File: src/rtl/vtiming_gen_pkg.sv
// Shared vertical/horizontal timing definitions: region encodings and region boundary formulas.
// No logic, no latency; the hsync counterpart imports the same package.
package vtiming_gen_pkg;

  typedef enum logic [1:0] {
    REG_SYNC   = 2'd0,
    REG_BACK   = 2'd1,
    REG_ACTIVE = 2'd2,
    REG_FRONT  = 2'd3
  } region_e;

  function automatic int vt_total(int sync_l, int back_l, int vis_l, int front_l);
    return sync_l + back_l + vis_l + front_l;
  endfunction

  function automatic int vt_act_start(int sync_l, int back_l);
    return sync_l + back_l;
  endfunction

  function automatic int vt_front_start(int sync_l, int back_l, int vis_l);
    return sync_l + back_l + vis_l;
  endfunction

endpackage

File: src/rtl/vtiming_gen_shift_left_register.sv
// shift_left_register: delay line, q_o[WIDTH-1] is d_i delayed WIDTH clocks.
// Async active-low reset plus synchronous clear that empties every stage; no backpressure.
module shift_left_register #(
  parameter int WIDTH = 2
) (
  input  logic             clk,
  input  logic             rst_n,
  input  logic             sclr_i,
  input  logic             d_i,
  output logic [WIDTH-1:0] q_o
);

  logic [WIDTH-1:0] q_q;
  logic [WIDTH-1:0] q_d;

  always_comb begin
    q_d    = q_q << 1;
    q_d[0] = d_i;
  end

  always_ff @(posedge clk or negedge rst_n) begin
    if (!rst_n) begin
      q_q <= '0;
    end else if (i_sclr_hold(sclr_i)) begin
      q_q <= '0;
    end else begin
      q_q <= q_d;
    end
  end

  function automatic logic i_sclr_hold(input logic s);
    return s;
  endfunction

  assign q_o = q_q;

endmodule

File: src/rtl/vtiming_gen.sv
// Vertical timing generator: line counter + SYNC/BACK/ACTIVE/FRONT FSM, outputs registered on the i_ven edge.
// Frame strobe lags top-of-frame by 1+FRAME_DLY clocks; no backpressure. VTIMING_LINE_MATCH_EN adds a line-match pulse.
module vtiming_gen
  import vtiming_gen_pkg::*;
#(
  parameter int SYNC_LINES    = 2,
  parameter int BACK_LINES    = 33,
  parameter int VIS_LINES     = 480,
  parameter int FRONT_LINES   = 10,
  parameter int CNT_W         = 10,
  parameter int IDX_W         = 9,
  parameter bit SYNC_ACT_HIGH = 1'b1,
  parameter int FRAME_DLY     = 2
) (
  input  logic             clk,
  input  logic             i_rst_n,
  input  logic             i_sclr,
  input  logic             i_ven,
  output logic             o_vsync,
  output logic             o_addr_enb,
  output logic [IDX_W-1:0] o_idx,
  output logic [1:0]       o_region,
  output logic             o_frame_en
`ifdef VTIMING_LINE_MATCH_EN
  ,
  output logic             o_line_match,
  input  logic [IDX_W-1:0] i_match_line
`endif
);

  localparam int TOTAL       = vt_total(SYNC_LINES, BACK_LINES, VIS_LINES, FRONT_LINES);
  localparam int ACT_START   = vt_act_start(SYNC_LINES, BACK_LINES);
  localparam int FRONT_START = vt_front_start(SYNC_LINES, BACK_LINES, VIS_LINES);

  localparam logic [CNT_W-1:0] L_LAST  = CNT_W'(TOTAL - 1);
  localparam logic [CNT_W-1:0] L_BACK  = CNT_W'(SYNC_LINES);
  localparam logic [CNT_W-1:0] L_ACT   = CNT_W'(ACT_START);
  localparam logic [CNT_W-1:0] L_FRONT = CNT_W'(FRONT_START);

  region_e          region_q, region_d;
  logic [CNT_W-1:0] line_q, line_d;
  logic             vsync_q, vsync_d;
  logic             addr_enb_q, addr_enb_d;
  logic [IDX_W-1:0] idx_q, idx_d;
  logic [31:0]      off_d;
  logic             top;
  logic             top_q;
  logic             rise_q;

  assign top = (line_q == '0);

  // State register: counter, region, registered outputs and the top-of-frame edge detector.
  always_ff @(posedge clk or negedge i_rst_n) begin
    if (!i_rst_n) begin
      line_q     <= '0;
      region_q   <= REG_SYNC;
      vsync_q    <= SYNC_ACT_HIGH;
      addr_enb_q <= 1'b0;
      idx_q      <= '0;
      top_q      <= 1'b0;
      rise_q     <= 1'b0;
    end else if (i_sclr) begin
      line_q     <= '0;
      region_q   <= REG_SYNC;
      vsync_q    <= SYNC_ACT_HIGH;
      addr_enb_q <= 1'b0;
      idx_q      <= '0;
      top_q      <= 1'b0;
      rise_q     <= 1'b0;
    end else begin
      line_q     <= line_d;
      region_q   <= region_d;
      vsync_q    <= vsync_d;
      addr_enb_q <= addr_enb_d;
      idx_q      <= idx_d;
      top_q      <= top;
      rise_q     <= top & ~top_q;
    end
  end

  // Next state: region changes on the same i_ven edge that moves the line onto a boundary.
  always_comb begin
    line_d   = line_q;
    region_d = region_q;
    if (i_ven) begin
      line_d = (line_q == L_LAST) ? '0 : line_q + 1'b1;
      case (region_q)
        REG_SYNC:   if (line_d == L_BACK)  region_d = REG_BACK;
        REG_BACK:   if (line_d == L_ACT)   region_d = REG_ACTIVE;
        REG_ACTIVE: if (line_d == L_FRONT) region_d = REG_FRONT;
        REG_FRONT:  if (line_d == '0)      region_d = REG_SYNC;
        default:                           region_d = REG_SYNC;
      endcase
    end
  end

  // Output decode of the next state, so the output registers track line_q exactly.
  always_comb begin
    off_d      = 32'(line_d) - 32'(ACT_START);
    vsync_d    = (region_d == REG_SYNC) ? SYNC_ACT_HIGH : ~SYNC_ACT_HIGH;
    addr_enb_d = (region_d == REG_ACTIVE);
    idx_d      = addr_enb_d ? IDX_W'(off_d) : '0;
  end

  assign o_vsync    = vsync_q;
  assign o_addr_enb = addr_enb_q;
  assign o_idx      = idx_q;
  assign o_region   = region_q;

  generate
    if (FRAME_DLY == 0) begin : g_no_dly
      assign o_frame_en = rise_q;
    end else begin : g_dly
      logic [FRAME_DLY-1:0] dly;
      shift_left_register #(
        .WIDTH (FRAME_DLY)
      ) u_frame_dly (
        .clk    (clk),
        .rst_n  (i_rst_n),
        .sclr_i (i_sclr),
        .d_i    (rise_q),
        .q_o    (dly)
      );
      assign o_frame_en = dly[FRAME_DLY-1];
    end
  endgenerate

`ifdef VTIMING_LINE_MATCH_EN
  logic line_match_q;
  logic line_match_d;

  // Only the edge that enters the line fires; an out-of-range index never equals off_d inside ACTIVE.
  assign line_match_d = i_ven & addr_enb_d & (off_d == 32'(i_match_line));

  always_ff @(posedge clk or negedge i_rst_n) begin
    if (!i_rst_n) begin
      line_match_q <= 1'b0;
    end else if (i_sclr) begin
      line_match_q <= 1'b0;
    end else begin
      line_match_q <= line_match_d;
    end
  end

  assign o_line_match = line_match_q;
`endif

endmodule
File: config.mk
export PLATFORM = sky130hd
export DESIGN_NAME = vtiming_gen
export DESIGN_NICKNAME = d
export VERILOG_FILES = /design/src/rtl/vtiming_gen_pkg.sv /design/src/rtl/vtiming_gen_shift_left_register.sv /design/src/rtl/vtiming_gen.sv
export SDC_FILE = /design/constraint.sdc
export NUM_CORES = 1
export LEC_CHECK = 0
export CELL_PAD_IN_SITES_DETAIL_PLACEMENT = 1
export CELL_PAD_IN_SITES_GLOBAL_PLACEMENT = 1
export CORE_MARGIN = 2
export CORE_UTILIZATION = 45
export CTS_BUF_LIST = sky130_fd_sc_hd__clkbuf_2 sky130_fd_sc_hd__clkbuf_4 sky130_fd_sc_hd__clkbuf_8
export CTS_CLUSTER_SIZE = 16
export DETAILED_ROUTE_END_ITERATION = 10
export PLACE_DENSITY_LB_ADDON = 0.1
export RECOVER_POWER = 100
export SLEW_MARGIN = 20
export SYNTH_ARGS = -nofsm -noshare
export SYNTH_HDL_FRONTEND = slang
export SYNTH_SLANG_ARGS = --single-unit
File: constraint.sdc
create_clock -name clk -period 2.69 [get_ports clk]
set_input_delay 0.6725 -clock clk [delete_from_list [all_inputs] [get_ports clk]]
set_output_delay 0.6725 -clock clk [all_outputs]
set_load 0.05 [all_outputs]
==> impl_metrics.py, run 1 <==
metrics = {
    "run_status": {
        "status": "finished clean",
    },
    "final_layout": {
        "layout_common_cells": "26 x dfrtp_1, 17 x nor2_1, 17 x dlygate4sd3_1",
        "area_growth_pct": 20.8,
        "fin_cells": 241,
        "final_common_cell": "dfrtp_1",
        "final_cell_area_um2": 1990,
        "drive_above_1_share": 0.197,
        "nNetsFinal": 203,
        "diodes": 0,
        "regArea_um2": 677,
        "multiInputGateArea_um2": 867,
        "fill_cells": 421,
    },
    "yosys": {
        "synthMuxAreaShare": 0,
        "synth_compound_area_frac": 0.153,
        "syn-num-nets": 176,
        "netlist_instances": 167,
        "synth_top_flop_cell": "dfrtp_1",
        "syn_area_um2": 1650,
        "synthSimpleGateAreaFrac": 0.260,
        "synthTopCellsByArea": "dfrtp_1 39%, xnor2_1 5.3%, nor3_2 4.9%",
        "synth-edff-count": 0,
        "yosys_warnings": 0,
        "synth_top_cell_area_share": 0.394,
        "synth_seq_cells": 27,
        "async_flop_share": 1.00,
        "synth_top_area_cell": "dfrtp_1",
        "synth-seq-area-share": 0.410,
        "ys_types": 51,
        "synth_xor_area_frac": 0.0743,
        "yosys.area_share.adder": 0.0379,
        "post_synth.cell_area_avg_um2": 9.88,
        "synth_top_family_by_area": "simple AND/OR/NAND/NOR gates",
    },
    "clock_network": {
        "clk_latency_ns": 0.27,
        "postCtsHoldBufs": 0,
        "root_buffer": "clkbuf_8",
        "cts_inserted_buffers": 3,
        "htreeDepth": 1,
        "cts_sinks": 27,
        "clk_path_buf_depth": 2,
        "path_clk_slew_ns": 0.10,
        "cts_tree": "done",
    },
    "die": {
        "initial_core_util": 0.458,
        "rows": 22,
        "ios": 18,
        "die_height_um": 64.6,
        "fp.coreArea_um2": 3610,
        "die_w_um": 64.6,
        "dieArea_um2": 4170,
    },
    "timing": {
        "setup_ws_ns": 0.144,
        "final-setup-viol-count": 0,
        "finalWorstPathRequiredPeriod_ns": 2.55,
        "worst_pin_slew_ns": 1.39,
        "finalHoldViolCount": 0,
        "fmax_ghz": 0.393,
        "skew_ns": 0.00884,
        "drv_slew": 0,
        "relSlewSlack": 0.0760,
        "grt_setup_unrepaired": "true",
        "fin_crit_sh": 0.946,
    },
    "critical_path": {
        "worstSetupEndpoint": "o_idx[8]",
        "cp-startpoint": "line_q[1]",
        "r2r_cells": 11,
        "path_buf_inv": 3,
        "r2r-end": "o_idx[8]",
        "worstSetupPathType": "flip-flop to flip-flop",
        "path_cells": "inv_1, ha_1, nor4b_4, buf_4, nand4_1, o21ai_2, nand4bb_1, or3_1, a21o_1, buf_12, nor3_2",
        "slowest_delay_ns": 0.43,
        "worstPathRequired_ns": 2.88,
        "cp.depth": 11,
        "cp.arrival_ns": 2.74,
        "r2r_start": "line_q[1]",
        "r2r_slack_ns": 0.14,
        "worst_setup_path_end_kind": "flip-flop",
        "worst_setup_path_start_kind": "flip-flop",
        "slowest_stage": "dfrtp_1",
        "critPathMaxFanout": 10,
        "crit_family": "simple AND/OR/NAND/NOR gates",
    },
    "drt": {
        "drtIter0Drc": 66,
        "vias_per_cell": 5.62,
        "detail_route.first_pass.iterations": 4,
        "drt-total-wl_um": 4290,
        "ant_nets": 0,
        "drc": 0,
        "vias": 1355,
        "route.detailed.wl_per_inst_um": 17.8,
    },
    "min_path": {
        "hp-class": "flip-flop to flip-flop",
    },
    "global_routing": {
        "grt_max_degree": 27,
        "antenna_found_initial": 0,
        "grt_pass1_wl_um": 7180,
        "grt_remaining_overflow": 0,
        "gr-usage-all-layers": 0.223,
        "grt_pass1_vias": 1466,
    },
    "flow_run": {
        "maxCapViolations": 0,
    },
    "place": {
        "dpl.cell_count": 236,
        "finalWeightedCongestion": 0.882,
        "dpl-instance-area_um2": 1950,
        "port_buffers": 17,
        "hpwlAfterDp_um": 3330,
        "pre_cts_ws_ns": 0.0154,
    },
    "pwr": {
        "power_leakage_nw": 0.892,
        "ir_drop_uv": 395,
        "report.power.total_uw": 773,
        "powerDensity_nw_per_um2": 388,
    },
}
-- worst min path at each step --
| stage | startpoint | end | cells after the start |
|---|---|---|---|
| 3_5_place_dp | top_q | rise_q | 1 |
| 2_1_floorplan | i_rst_n | g_dly.u_frame_dly.q_o[0] | 0 |
| 5_1_grt | top_q | rise_q | 1 |
| 6_report | top_q | rise_q | 1 |
| 3_3_place_gp | top_q | rise_q | 1 |
| 4_1_cts | top_q | rise_q | 1 |
-- worst register-to-register path, delay by kind of cell (launching register included) --
| family | cells | cell delay, ns |
|---|---|---|
| fa+ha+maj | 1 | 0.17 |
| compound gates | 2 | 0.38 |
| simple gates | 5 | 1.04 |
| flops | 1 | 0.43 |
| buf+inv | 3 | 0.45 |
-- flip-flops by register name, summed over array words and instances, names as in the netlist --
name / count
top_q: 1
o_idx: 9
g_dly.u_frame_dly.q_o: 2
o_region: 2
rise_q: 1
o_vsync: 1
line_q: 10
o_addr_enb: 1
-- synthesized netlist by cell type, types with 3 or more instances --
master,n
dfrtp_1,26
nor2_1,17
nand2_1,10
xnor2_1,10
inv_1,8
nor3_2,8
nand4_1,7
ha_1,5
a41oi_1,4
buf_2,4
clkbuf_1,4
nor2b_1,4
nor3_1,4
o21ai_0,4
xor2_1,4
a31oi_1,3
and2_1,3
buf_6,3
nand3_1,3
-- per-stage QoR --
| stage | util | setup TNS (ns) | hold WS, ns |
|---|---|---|---|
| final | 0.553 | 0 | 0.412 |
| after floorplan | - | 0 | 0.377 |
| after detailed placement | 0.541 | 0 | 0.398 |
| after global placement | 0.541 | 0 | 0.400 |
| after CTS | 0.554 | 0 | 0.416 |
| after global routing | 0.553 | -0.605 | 0.435 |
-- per-layer routing --
layer  vias to the layer above  GRT usage  part of all wire
met3                         6     0.0434             0.031
met5                         -          0                 0
met2                        24      0.393              0.51
li1                        643          -                 -
met1                       682      0.278              0.44
met4                         0     0.0638             0.015
-- where the power goes --
part | leakage [nW] | switching (mW) | total [mW] | internal, mW
combinational | 0.502 | 0.0691 | 0.115 | 0.0461
clock | 0.0217 | 0.130 | 0.235 | 0.105
sequential | 0.369 | 0.00806 | 0.423 | 0.415
-- cell type report --
class | count | area share
well taps | 48 | 0.0301
repair buffers | 34 | 0.156
flip-flops and latches | 27 | 0.339
inverters | 8 | 0.0151
multi-input cells | 120 | 0.435
clock buffers | 3 | 0.0207
clock inverters | 1 | 0.00376
-- kinds of logic after synthesis --
group,Yosys count
and+or+nand+nor,69
AOI/OAI and AO/OA,32
DFF,27
buffers and inverters,20
xor gates and xnor gates,14
adders and majority gates,5
-- repair_timing --
item | CTS | global route
gates resized for setup | 0 | 0
buffers inserted | 0 | 1
endpoints found under the setup margin | 0 | 11
hold endpoints to repair | 0 | 0
Power figures use the tool's default switching activity.
==> run 2: changes to the inputs <==
--- a/config.mk
+++ b/config.mk
@@ -14,7 +14,7 @@
 export DETAILED_ROUTE_END_ITERATION = 10
 export PLACE_DENSITY_LB_ADDON = 0.1
 export RECOVER_POWER = 100
-export SLEW_MARGIN = 20
+export SLEW_MARGIN = 10
 export SYNTH_ARGS = -nofsm -noshare
 export SYNTH_HDL_FRONTEND = slang
 export SYNTH_SLANG_ARGS = --single-unit
==> results of run 2 <==
The final DEF is identical to that of run 1; final timing and power are the same.
